File: src/rtl/seg_scan_capture.sv
// rtl/seg_scan_capture.sv - seven-segment scan monitor decoding multiplexed digits into committed frames
// Optional SEG_CAPTURE_HEX_EN adds A-F glyph decoding.
module seg_scan_capture #(
  parameter int SETTLE_CYCLES  = 4,
  parameter int TIMEOUT_CYCLES = 65536
) (
  input  logic        clk,
  input  logic        clr,
  input  logic [3:0]  an,
  input  logic [6:0]  a_to_g,
  output logic [15:0] digits,
  output logic [3:0]  blank,
  output logic [3:0]  seg_err,
  output logic        frame_stb,
  output logic        frame_valid,
  output logic        stale,
  output logic        an_err
);

  localparam int            TW        = $clog2(TIMEOUT_CYCLES + 1);
  localparam logic [7:0]    SETTLE_M1 = 8'(SETTLE_CYCLES - 1);
  localparam logic [TW-1:0] TMO_MAX   = TW'(TIMEOUT_CYCLES);
  localparam logic [10:0]   IDLE_IN   = 11'h7FF;

  // Returns {err, blank, value}.
  function automatic logic [5:0] decode(input logic [6:0] p);
    logic [5:0] r;
    case (p)
      7'h40:   r = 6'h00;
      7'h79:   r = 6'h01;
      7'h24:   r = 6'h02;
      7'h30:   r = 6'h03;
      7'h19:   r = 6'h04;
      7'h12:   r = 6'h05;
      7'h02:   r = 6'h06;
      7'h78:   r = 6'h07;
      7'h00:   r = 6'h08;
      7'h10:   r = 6'h09;
      7'h7F:   r = 6'b01_1111;
`ifdef SEG_CAPTURE_HEX_EN
      7'h08:   r = 6'h0A;
      7'h03:   r = 6'h0B;
      7'h46:   r = 6'h0C;
      7'h21:   r = 6'h0D;
      7'h06:   r = 6'h0E;
      7'h0E:   r = 6'h0F;
`endif
      default: r = 6'b10_0000;
    endcase
    return r;
  endfunction

  function automatic logic [2:0] low_count(input logic [3:0] a);
    return 3'(!a[0]) + 3'(!a[1]) + 3'(!a[2]) + 3'(!a[3]);
  endfunction

  logic [10:0]   sync1_q, sync1_d, sync2_q, sync2_d, prev_q, prev_d;
  logic [7:0]    cnt_q, cnt_d;
  logic [3:0]    seen_q, seen_d;
  logic [15:0]   sh_dig_q, sh_dig_d;
  logic [3:0]    sh_blank_q, sh_blank_d, sh_err_q, sh_err_d;
  logic [15:0]   dig_q, dig_d;
  logic [3:0]    blank_q, blank_d, err_q, err_d;
  logic          stb_q, stb_d, valid_q, valid_d, stale_q, stale_d, an_err_q, an_err_d;
  logic [TW-1:0] tmo_q, tmo_d;

  logic          changed, multi, multi_prev, one_hot, sample, commit;
  logic [1:0]    idx;
  logic [5:0]    dec;
  logic [3:0]    seen_w;

  always_comb begin
    sync1_d    = {an, a_to_g};
    sync2_d    = sync1_q;
    prev_d     = sync2_q;
    changed    = (sync2_q != prev_q);
    multi      = (low_count(sync2_q[10:7]) >= 3'd2);
    multi_prev = (low_count(prev_q[10:7]) >= 3'd2);
    one_hot    = (low_count(sync2_q[10:7]) == 3'd1);

    idx = 2'd0;
    case (sync2_q[10:7])
      4'b1101: idx = 2'd1;
      4'b1011: idx = 2'd2;
      4'b0111: idx = 2'd3;
      default: idx = 2'd0;
    endcase
    dec = decode(sync2_q[6:0]);

    // A held multi-select keeps the dwell count pinned so it can never sample.
    if (multi || changed) begin
      cnt_d = 8'd0;
    end else if (cnt_q != 8'hFF) begin
      cnt_d = cnt_q + 8'd1;
    end else begin
      cnt_d = cnt_q;
    end
    sample   = one_hot && !changed && (cnt_q == SETTLE_M1);
    an_err_d = multi && !multi_prev;

    sh_dig_d   = sh_dig_q;
    sh_blank_d = sh_blank_q;
    sh_err_d   = sh_err_q;
    seen_w     = seen_q;
    if (sample) begin
      sh_dig_d[{idx, 2'b00} +: 4] = dec[3:0];
      sh_blank_d[idx]             = dec[4];
      sh_err_d[idx]               = dec[5];
      seen_w[idx]                 = 1'b1;
    end
    commit = sample && (seen_w == 4'hF);

    dig_d   = dig_q;
    blank_d = blank_q;
    err_d   = err_q;
    stb_d   = 1'b0;
    valid_d = valid_q;
    stale_d = stale_q;
    seen_d  = seen_w;
    tmo_d   = tmo_q;
    if (commit) begin
      dig_d   = sh_dig_d;
      blank_d = sh_blank_d;
      err_d   = sh_err_d;
      stb_d   = 1'b1;
      valid_d = 1'b1;
      stale_d = 1'b0;
      seen_d  = 4'h0;
      tmo_d   = '0;
    end else if (tmo_q != TMO_MAX) begin
      tmo_d = tmo_q + 1'b1;
      // Only the crossing clears seen; once saturated, scanning can rebuild a frame.
      if (tmo_d == TMO_MAX) begin
        stale_d = 1'b1;
        valid_d = 1'b0;
        seen_d  = 4'h0;
      end
    end
  end

  always_ff @(posedge clk) begin
    if (clr) begin
      sync1_q    <= IDLE_IN;
      sync2_q    <= IDLE_IN;
      prev_q     <= IDLE_IN;
      cnt_q      <= 8'd0;
      seen_q     <= 4'h0;
      sh_dig_q   <= 16'h0000;
      sh_blank_q <= 4'h0;
      sh_err_q   <= 4'h0;
      dig_q      <= 16'h0000;
      blank_q    <= 4'h0;
      err_q      <= 4'h0;
      stb_q      <= 1'b0;
      valid_q    <= 1'b0;
      stale_q    <= 1'b0;
      an_err_q   <= 1'b0;
      tmo_q      <= '0;
    end else begin
      sync1_q    <= sync1_d;
      sync2_q    <= sync2_d;
      prev_q     <= prev_d;
      cnt_q      <= cnt_d;
      seen_q     <= seen_d;
      sh_dig_q   <= sh_dig_d;
      sh_blank_q <= sh_blank_d;
      sh_err_q   <= sh_err_d;
      dig_q      <= dig_d;
      blank_q    <= blank_d;
      err_q      <= err_d;
      stb_q      <= stb_d;
      valid_q    <= valid_d;
      stale_q    <= stale_d;
      an_err_q   <= an_err_d;
      tmo_q      <= tmo_d;
    end
  end

  assign digits      = dig_q;
  assign blank       = blank_q;
  assign seg_err     = err_q;
  assign frame_stb   = stb_q;
  assign frame_valid = valid_q;
  assign stale       = stale_q;
  assign an_err      = an_err_q;

endmodule

File: config.mk
export PLATFORM = sky130hd
export DESIGN_NAME = seg_scan_capture
export DESIGN_NICKNAME = d
export VERILOG_FILES = /design/src/rtl/seg_scan_capture.sv
export SDC_FILE = /design/constraint.sdc
export NUM_CORES = 1
export LEC_CHECK = 0
export ABC_AREA = 1
export BUFFER_PORTS_ARGS = -buffer_cell sky130_fd_sc_hd__clkbuf_2
export CAP_MARGIN = 25
export CELL_PAD_IN_SITES_DETAIL_PLACEMENT = 1
export CELL_PAD_IN_SITES_GLOBAL_PLACEMENT = 1
export CORE_MARGIN = 1.5
export CORE_UTILIZATION = 41
export CTS_BUF_LIST = sky130_fd_sc_hd__clkbuf_4
export DETAILED_ROUTE_END_ITERATION = 8
export GPL_TIMING_DRIVEN = 1
export PLACE_DENSITY_LB_ADDON = 0.2
export SLEW_MARGIN = 20
export SYNTH_ARGS = -nofsm -noshare
export SYNTH_HDL_FRONTEND = slang
export SYNTH_SLANG_ARGS = --single-unit
File: constraint.sdc
create_clock -name clk -period 2.7 [get_ports clk]
set_input_delay 0 -clock clk [delete_from_list [all_inputs] [get_ports clk]]
set_output_delay 0 -clock clk [all_outputs]
set_load 0.02 [all_outputs]
==> impl_summary.txt, run 1 <==
----------------------------------------------------
[Placement]
  Dpl hpwl ... 9970 um
  Count of buffers from port buffering ... 40
  Gp weighted congestion ... 0.852
  Post-detailed-placement cell area ... 5770 sq um

[Pwr]
  Total design power ... 3.38 mW
  Part of the power in the clock network ... 41.3%
  Leakage power figure ... 2.99 nW
  Internal Pwr Total ... 2.54 mW
  Largest vdd supply drop ... 0.000305 V
  Flop pwr share ... 51.0%
  Cell area power density ... 514 nW/um^2
  Combinational group share of total power ... 7.7%
  Switching power as a share of total power ... 24.7%
  Net switching component of the power ... 834 uW

[Layout]
  Number of nets in the layout ... 833
  Fill cell count ... 1576
  Finished Cell Area ... 6570 sq um
  Antenna Diode Count ... 0
  Share of final-layout standard cells stronger than drive strength 1 ... 22.8%
  Final Core Density ... 52.0%
  Synth-to-layout area growth ... 24.3%

[Setup path]
  Worst setup path class ... flip-flop to flip-flop
  Kind of start point of the critical path ... flip-flop
  Kind of end point of the critical path ... flip-flop
  Worst endpoint required time ... 3.19 ns
  WP data arrival ... 3.31 ns
  Reg2reg setup slack ... -0.12 ns
  Critical Path Fanout Max ... 8

[Die]
  Starting utilization of the core area ... 41.9%
  Die outline area ... 13600 sq um
  Die Wd ... 117 um
  Area inside the core boundary ... 12600 sq um
  Vertical die dimension ... 117 um
  Num ports ... 41
  Total number of placement rows ... 41

[Timing]
  Pin slew with the least headroom to its limit ... 0.529 ns
  Setup TNS Final ... -4.01 ns
  Final Critical Period ... 2.82 ns
  Max-slew headroom ... 64.5%
  Setup repair after global routing missed its margin ... yes
  Fmax ... 0.355 GHz
  Hold_ws ... 0.176 ns
  Setup skew after layout ... 0.0252 ns
  Post-route clock period utilization ... 104%
  Minimum setup slack in the final design ... -0.119 ns
  Final setup violation count ... 48
  Final Hold Viols ... 0
  Number of max-slew violations in the final report ... 0

[Logic synthesis]
  YS warnings ... 0
  Sequential fraction of the synthesis area ... 43.2%
  Instance count of the mapped netlist ... 713
  Asr flop ratio synth ... 0%
  Count of different cell masters after synthesis ... 35
  Area share of the largest cell type after synthesis ... 43.2%
  Post-synthesis cell area ... 5290 sq um
  Dominant cells by area after synthesis ... sky130_fd_sc_hd__dfxtp_1 43%, sky130_fd_sc_hd__nand2_1 12%, sky130_fd_sc_hd__nand3_1 6.6%, sky130_fd_sc_hd__nor2_1 5.9%, sky130_fd_sc_hd__inv_1 5.2%
  Most frequent cell after synthesis ... sky130_fd_sc_hd__nand2_1
  Syn_nets ... 743
  Synthesis-stage register bit count ... 114
  Post-synth EDFFs ... 0
  Main synth FF type ... sky130_fd_sc_hd__dfxtp_1
  Top cell type by total area after synthesis ... sky130_fd_sc_hd__dfxtp_1
  Synth cell count leaders ... 166 x sky130_fd_sc_hd__nand2_1, 114 x sky130_fd_sc_hd__dfxtp_1, 83 x sky130_fd_sc_hd__nor2_1
  Synthesized area divided by synthesized cell count ... 7.41 sq um

[Global route]
  Number of antenna violations at the first check in global routing ... 0
  Overall Global Routing Usage ... 21.9%
  Maximum number of pins on one net before global-route repair ... 46
  Number of global-route vias before repair ... 4851
  Wire length of the first global-routing pass ... 23100 um
  GR Overflow Total ... 0

[Detailed routing]
  DRC marker count from the first detailed-route iteration ... 224
  Routed length per placed instance ... 14.2 um
  Iteration count of the initial detailed-routing pass ... 4
  Via count ... 4842
  Post-route DRC violation count ... 0
  Final Routed Wirelength ... 14000 um
  Routed Antenna Nets ... 0
  Average vias per placed instance ... 4.90

[Clock network]
  Root buf cell ... sky130_fd_sc_hd__clkbuf_4
  Clock tree from TritonCTS ... done
  Clock Tree Buf Depth ... 2
  Clock-pin slew on the worst setup and hold paths ... 0.10 ns
  Clock insertion delay at the later pin of the skew report ... 0.56 ns
  Inserted Clock Buffers ... 17
  Clock H-tree levels ... 4
  TritonCTS Sinks ... 114

[Status]
  Violations in the final reports ... negative setup slack
  Result of the run ... finished, violations left

[Flow run]
  Max capacitance violation total ... 0

[Worst hold path]
  Class of the most critical hold timing path ... input port to flip-flop

----------------------------------------------------
-- cells in the final DEF (no fill, tap or decap), types with 12 or more instances in the layout --
cell type                       synthesis  final
sky130_fd_sc_hd__ha_1                  15     12
sky130_fd_sc_hd__and2_1                15     15
sky130_fd_sc_hd__or2_2                 25     25
sky130_fd_sc_hd__nand3_1               70     65
sky130_fd_sc_hd__nand4_1               23     23
sky130_fd_sc_hd__inv_1                 73     67
sky130_fd_sc_hd__nand2_1              166    163
sky130_fd_sc_hd__o21ai_0               32     16
sky130_fd_sc_hd__buf_4                  3     24
sky130_fd_sc_hd__dfxtp_1              114    112
sky130_fd_sc_hd__dlygate4sd3_1          0     16
sky130_fd_sc_hd__clkbuf_2               0     40
sky130_fd_sc_hd__clkbuf_4               0     19
sky130_fd_sc_hd__nor2_1                83     77
sky130_fd_sc_hd__a21oi_1               15     13
sky130_fd_sc_hd__nor3_1                15     14
-- stage by stage --
stage                     cells  setup WS [ns]
after floorplan             713         0.0400
after global placement      929        -0.0516
after detailed placement    929         -0.256
after CTS                   985        -0.0907
after global routing        988         -0.223
final                       988         -0.119
-- worst paths after layout --
path | from | endpoint | cells past startpoint
setup / recovery | prev_d[7] | digits[1] | 16
hold / removal | a_to_g[4] | sync1_q[4] | 3
setup reg to reg | prev_d[7] | digits[1] | 16
hold reg to reg | sync1_q[6] | prev_d[6] | 1
-- layout make-up --
type	count	area (sq um)	area share, %
multi-input combinational	500	2730	41.6
sequential	114	2280	34.8
timing repair buffer	92	732	11.1
inverter	78	295	4.50
tap	172	215	3.28
clock inverter	13	166	2.53
clock buffer	19	143	2.17
-- kinds of logic (layout without fill, tap and decap cells) --
group	after synthesis	after routing	synth area share [%]
and+or+nand+nor	414	414	36.2
DFF	114	114	43.2
buffers and inverters	99	202	8.33
AOI/OAI and AO/OA	56	56	5.85
adders and majority gates	17	17	4.31
xor gates and xnor gates	13	13	2.15
-- power by group through the flow --
| stage | logic, mW | clock network (mW) | registers [mW] |
|---|---|---|---|
| after global routing | 0.292 | 1.51 | 1.73 |
| after floorplan | 0.154 | 0 | 1.76 |
| after detailed placement | 0.215 | 0 | 1.76 |
| after global placement | 0.208 | 0 | 1.76 |
| final | 0.261 | 1.39 | 1.72 |
| after CTS | 0.242 | 1.43 | 1.72 |
-- timing repair --
item                                   in CTS  in global routing
gates resized for setup                    23                 46
setup buffers                               7                  3
pin swaps                                   9                 11
setup endpoints to repair                  67                 69
cloned                                      1                  1
endpoints found under the hold margin      29                  0
hold buffers                               16                  0
-- per-layer routing --
layer	track usage [%]	vias to the layer above	wire length, um	share of wire, %
met3	5.19	20	443	3.2
li1	-	2471	-	-
met1	26.7	2282	6480	46
met4	8.11	0	252	1.8
met5	0	-	0	0
met2	37.7	69	6820	49
-- state kept, by name (all words and copies together), names as in the netlist --
signal / count
an_err: 1
blank: 4
cnt_q: 8
digits: 16
frame_stb: 1
frame_valid: 1
prev_d: 11
prev_q: 11
seen_q: 4
seg_err: 4
sh_blank_q: 4
sh_dig_q: 16
sh_err_q: 4
stale: 1
sync1_q: 11
tmo_q: 17
-- worst max-delay path: stages, from the launching register on --
cell,delay (ns)
sky130_fd_sc_hd__dfxtp_2,0.34
sky130_fd_sc_hd__fa_1,0.54
sky130_fd_sc_hd__inv_2,0.05
sky130_fd_sc_hd__ha_4,0.17
sky130_fd_sc_hd__inv_4,0.06
sky130_fd_sc_hd__ha_4,0.20
sky130_fd_sc_hd__nor2_4,0.08
sky130_fd_sc_hd__nand3_2,0.09
sky130_fd_sc_hd__nor2_4,0.20
sky130_fd_sc_hd__nand4_1,0.21
sky130_fd_sc_hd__nand2_2,0.15
sky130_fd_sc_hd__nand3_2,0.09
sky130_fd_sc_hd__nor2_4,0.17
sky130_fd_sc_hd__buf_12,0.13
sky130_fd_sc_hd__buf_16,0.11
sky130_fd_sc_hd__nand3_1,0.07
sky130_fd_sc_hd__nand2_1,0.09
(Power assumes the default switching activity.)
==> run 2: changes to the inputs <==
REMOVE_ABC_BUFFERS = 1   (was unset)
==> run 2 against run 1 <==
  * The run still ends with negative setup slack left
  * Via count rose by 1.1%
  * Core utilization increased by 0.80 points
  * Cell count is 0.81% lower
  * Critical path depth stayed put
  * Combinational power is 5% higher
  * Sequential share of layout area fell by 0.51 points
  * Clock skew down 0.010 ns
  * Worst hold slack got worse by 0.013 ns
  * Wire length is 4.0% higher
  * Critical endpoint is now blank[1]
  * Largest power group unchanged
  * Highest routed layer unchanged
==> impl_summary.txt, run 2 (synthesis gave the netlist of run 1 again) <==
----------------------------------------------------
[Layout]
  Reg with most FFs ... tmo_q
  Antenna Diode Count ... 0 (unchanged)
  Leading cell type in the layout, fill and taps excluded ... sky130_fd_sc_hd__nand2_1
  Max reg flops ... 17 (unchanged)
  Synth-to-layout area growth ... 26.2%
  Number of nets in the layout ... 825 (-0.96%)
  Final Core Density ... 52.8% (+0.80 points)
  Share of final-layout standard cells stronger than drive strength 1 ... 26.0% (+3.2 points)
  Most frequent cells in the layout ... 160 x sky130_fd_sc_hd__nand2_1, 111 x sky130_fd_sc_hd__dfxtp_1, 69 x sky130_fd_sc_hd__inv_1

[Die]
  Area inside the core boundary ... 12600 sq um (unchanged)
  Total number of placement rows ... 41 (unchanged)
  Die Wd ... 117 um (unchanged)
  Vertical die dimension ... 117 um (unchanged)
  Die outline area ... 13600 sq um (unchanged)
  Starting utilization of the core area ... 41.9% (unchanged)
  Num ports ... 41 (unchanged)

[Status]
  Violations in the final reports ... negative setup slack
  Result of the run ... finished, violations left

[Detailed routing]
  DRC marker count from the first detailed-route iteration ... 262 (+17%)
  Average vias per placed instance ... 4.99 (+1.9%)
  Highest Signal Layer ... met4
  Routed length on met1 ... 6490 um (+0.11%)
  Routed Antenna Nets ... 0 (unchanged)
  Final Routed Wirelength ... 14600 um (+4.0%)
  Routed length per placed instance ... 14.9 um (+4.9%)
  DR WL met2 ... 7220 um (+5.8%)
  Post-route DRC violation count ... 0 (unchanged)
  Met3 Routed Length ... 475 um (+7.2%)
  Iteration count of the initial detailed-routing pass ... 4 (unchanged)
  Via count ... 4895 (+1.1%)

[Timing]
  Setup skew after layout ... 0.0152 ns (-0.00999 ns)
  Final Hold Viols ... 0 (unchanged)
  Final Critical Period ... 2.82 ns (-0.00109 ns)
  Minimum setup slack in the final design ... -0.118 ns (+0.00109 ns)
  Setup repair after global routing missed its margin ... yes
  Max-slew headroom ... 56.5% (-8.0 points)
  Setup TNS Final ... -4.22 ns (-0.209 ns)
  Hold_ws ... 0.163 ns (-0.0129 ns)
  Final setup violation count ... 52 (+8.3%)
  Fmax ... 0.355 GHz (about the same)
  Pin slew with the least headroom to its limit ... 0.648 ns (+0.119 ns)
  Post-route clock period utilization ... 104% (about the same)
  Number of max-slew violations in the final report ... 0 (unchanged)

[Pwr]
  Total design power ... 3.29 mW (-2.7%)
  Leakage power figure ... 2.96 nW (-0.99%)
  Largest vdd supply drop ... 0.000298 V (-2.4%)
  Cell area power density ... 493 nW/um^2 (-4.2%)

[Setup path]
  Worst Reg2Reg Path Length in Cells ... 16 (unchanged)
  Instance count on the critical path ... 16 (unchanged)
  Series of cell instances along the critical path ... fa_1 -> inv_2 -> ha_4 -> inv_2 -> ha_4 -> nor2_2 -> nand3_1 -> nor2_1 -> buf_4 -> nand4_1 -> nand2_2 -> nand3_2 -> nor2_4 -> clkbuf_16 -> nand3_1 -> nand2_1
  Standard cell with the maximum stage delay on the critical path ... sky130_fd_sc_hd__fa_1
  Critical path buffer and inverter count ... 4 (unchanged)
  WP data arrival ... 3.32 ns (about the same)
  Largest stage delay on the critical path ... 0.55 ns (about the same)
  Kind of start point of the critical path ... flip-flop
  Critical Path Fanout Max ... 6 (-2)
  Worst endpoint required time ... 3.20 ns (about the same)
  Top cell family by delay on the critical path ... simple AND/OR/NAND/NOR gates
  Kind of end point of the critical path ... flip-flop
  Worst setup path class ... flip-flop to flip-flop

[Clock network]
  Clock tree from TritonCTS ... done
  Clock H-tree levels ... 4 (unchanged)
  Root buf cell ... sky130_fd_sc_hd__clkbuf_4
  Clock Tree Buf Depth ... 2 (unchanged)
  Clock insertion delay at the later pin of the skew report ... 0.56 ns (about the same)
  TritonCTS Sinks ... 114 (unchanged)
  Inserted Clock Buffers ... 17 (unchanged)
  Clock-pin slew on the worst setup and hold paths ... 0.10 ns (about the same)

[Worst hold path]
  Class of the most critical hold timing path ... input port to flip-flop
  Worst Hold Depth ... 3 (unchanged)

[Placement]
  Gp weighted congestion ... 0.846 (-0.79%)
  Dpl hpwl ... 9530 um (-4.4%)
  Worst setup slack after placement ... -0.210 ns (+0.0451 ns)
  Count of buffers from port buffering ... 40 (unchanged)

[Global route]
  Wire length of the first global-routing pass ... 23300 um (+0.96%)
  Maximum number of pins on one net before global-route repair ... 36 (-22%)
  Number of antenna violations at the first check in global routing ... 0 (unchanged)
  Number of global-route vias before repair ... 4912 (+1.3%)
  Overall Global Routing Usage ... 22.2% (+0.28 points)
  GR Overflow Total ... 0 (unchanged)

[Flow run]
  Max capacitance violation total ... 0 (unchanged)

----------------------------------------------------
[run 2: cell types whose count changed in the layout (fill, tap and decap cells not counted), moves of 4 or more]
cell	previous run	this run
sky130_fd_sc_hd__buf_4	24	20
sky130_fd_sc_hd__buf_6	7	3
sky130_fd_sc_hd__dlygate4sd3_1	16	12
sky130_fd_sc_hd__nand3_1	65	55
sky130_fd_sc_hd__nand3_2	9	17
sky130_fd_sc_hd__nor2_1	77	60
sky130_fd_sc_hd__nor2_2	4	15
sky130_fd_sc_hd__nor2_4	6	12
sky130_fd_sc_hd__o21ai_1	8	12
[run 2: power breakdown]
part	leakage [nW]	total (mW)	internal, mW	switching (mW)
logic	1.88	0.273	0.0973	0.176
clock network	0.151	1.29	0.629	0.660
registers	0.924	1.72	1.71	0.0172
[run 2: area by class of cell]
type / count / area (sq um)
timing repair buffer: 84 / 699
multi-input combinational: 500 / 2900
clock inverter: 14 / 145
tap: 172 / 215
clock buffer: 18 / 135
inverter: 78 / 293
sequential: 114 / 2290
fill: 1628 / 5950
[run 2: timing repair]
item,4_1_cts,5_1_grt
gates resized for setup,25,84
hold endpoints to repair,37,0
pin swaps,5,27
setup buffers,8,4
hold buffers,12,0
setup endpoints to repair,61,69
gates cloned,2,5
[run 2: metal layers]
| layer | track usage (%) | vias to the layer above |
|---|---|---|
| met5 | 0 | - |
| met4 | 9.64 | 0 |
| met3 | 4.67 | 32 |
| met2 | 38.0 | 78 |
| met1 | 27.0 | 2329 |
| li1 | - | 2456 |
[run 2: final timing paths]
check | endpoint | slack, ns | from
max | blank[1] | -0.12 | prev_d[10]
max reg2reg | blank[1] | -0.12 | prev_d[10]
min | sync1_q[9] | 0.16 | an[2]
min reg2reg | prev_d[6] | 0.41 | sync1_q[6]
[run 2: worst min-delay path, stage by stage]
cell and delay (ns):
sky130_fd_sc_hd__dlygate4sd3_1 0.52, sky130_fd_sc_hd__clkbuf_2 0.09, sky130_fd_sc_hd__or2_2 0.08
[run 2: stage by stage]
step                      area [sq um]  instances
final                             6670        980
after global routing              6670        980
after CTS                         6330        975
after detailed placement          5720        921
after global placement            5720        921
after floorplan                   5140        692
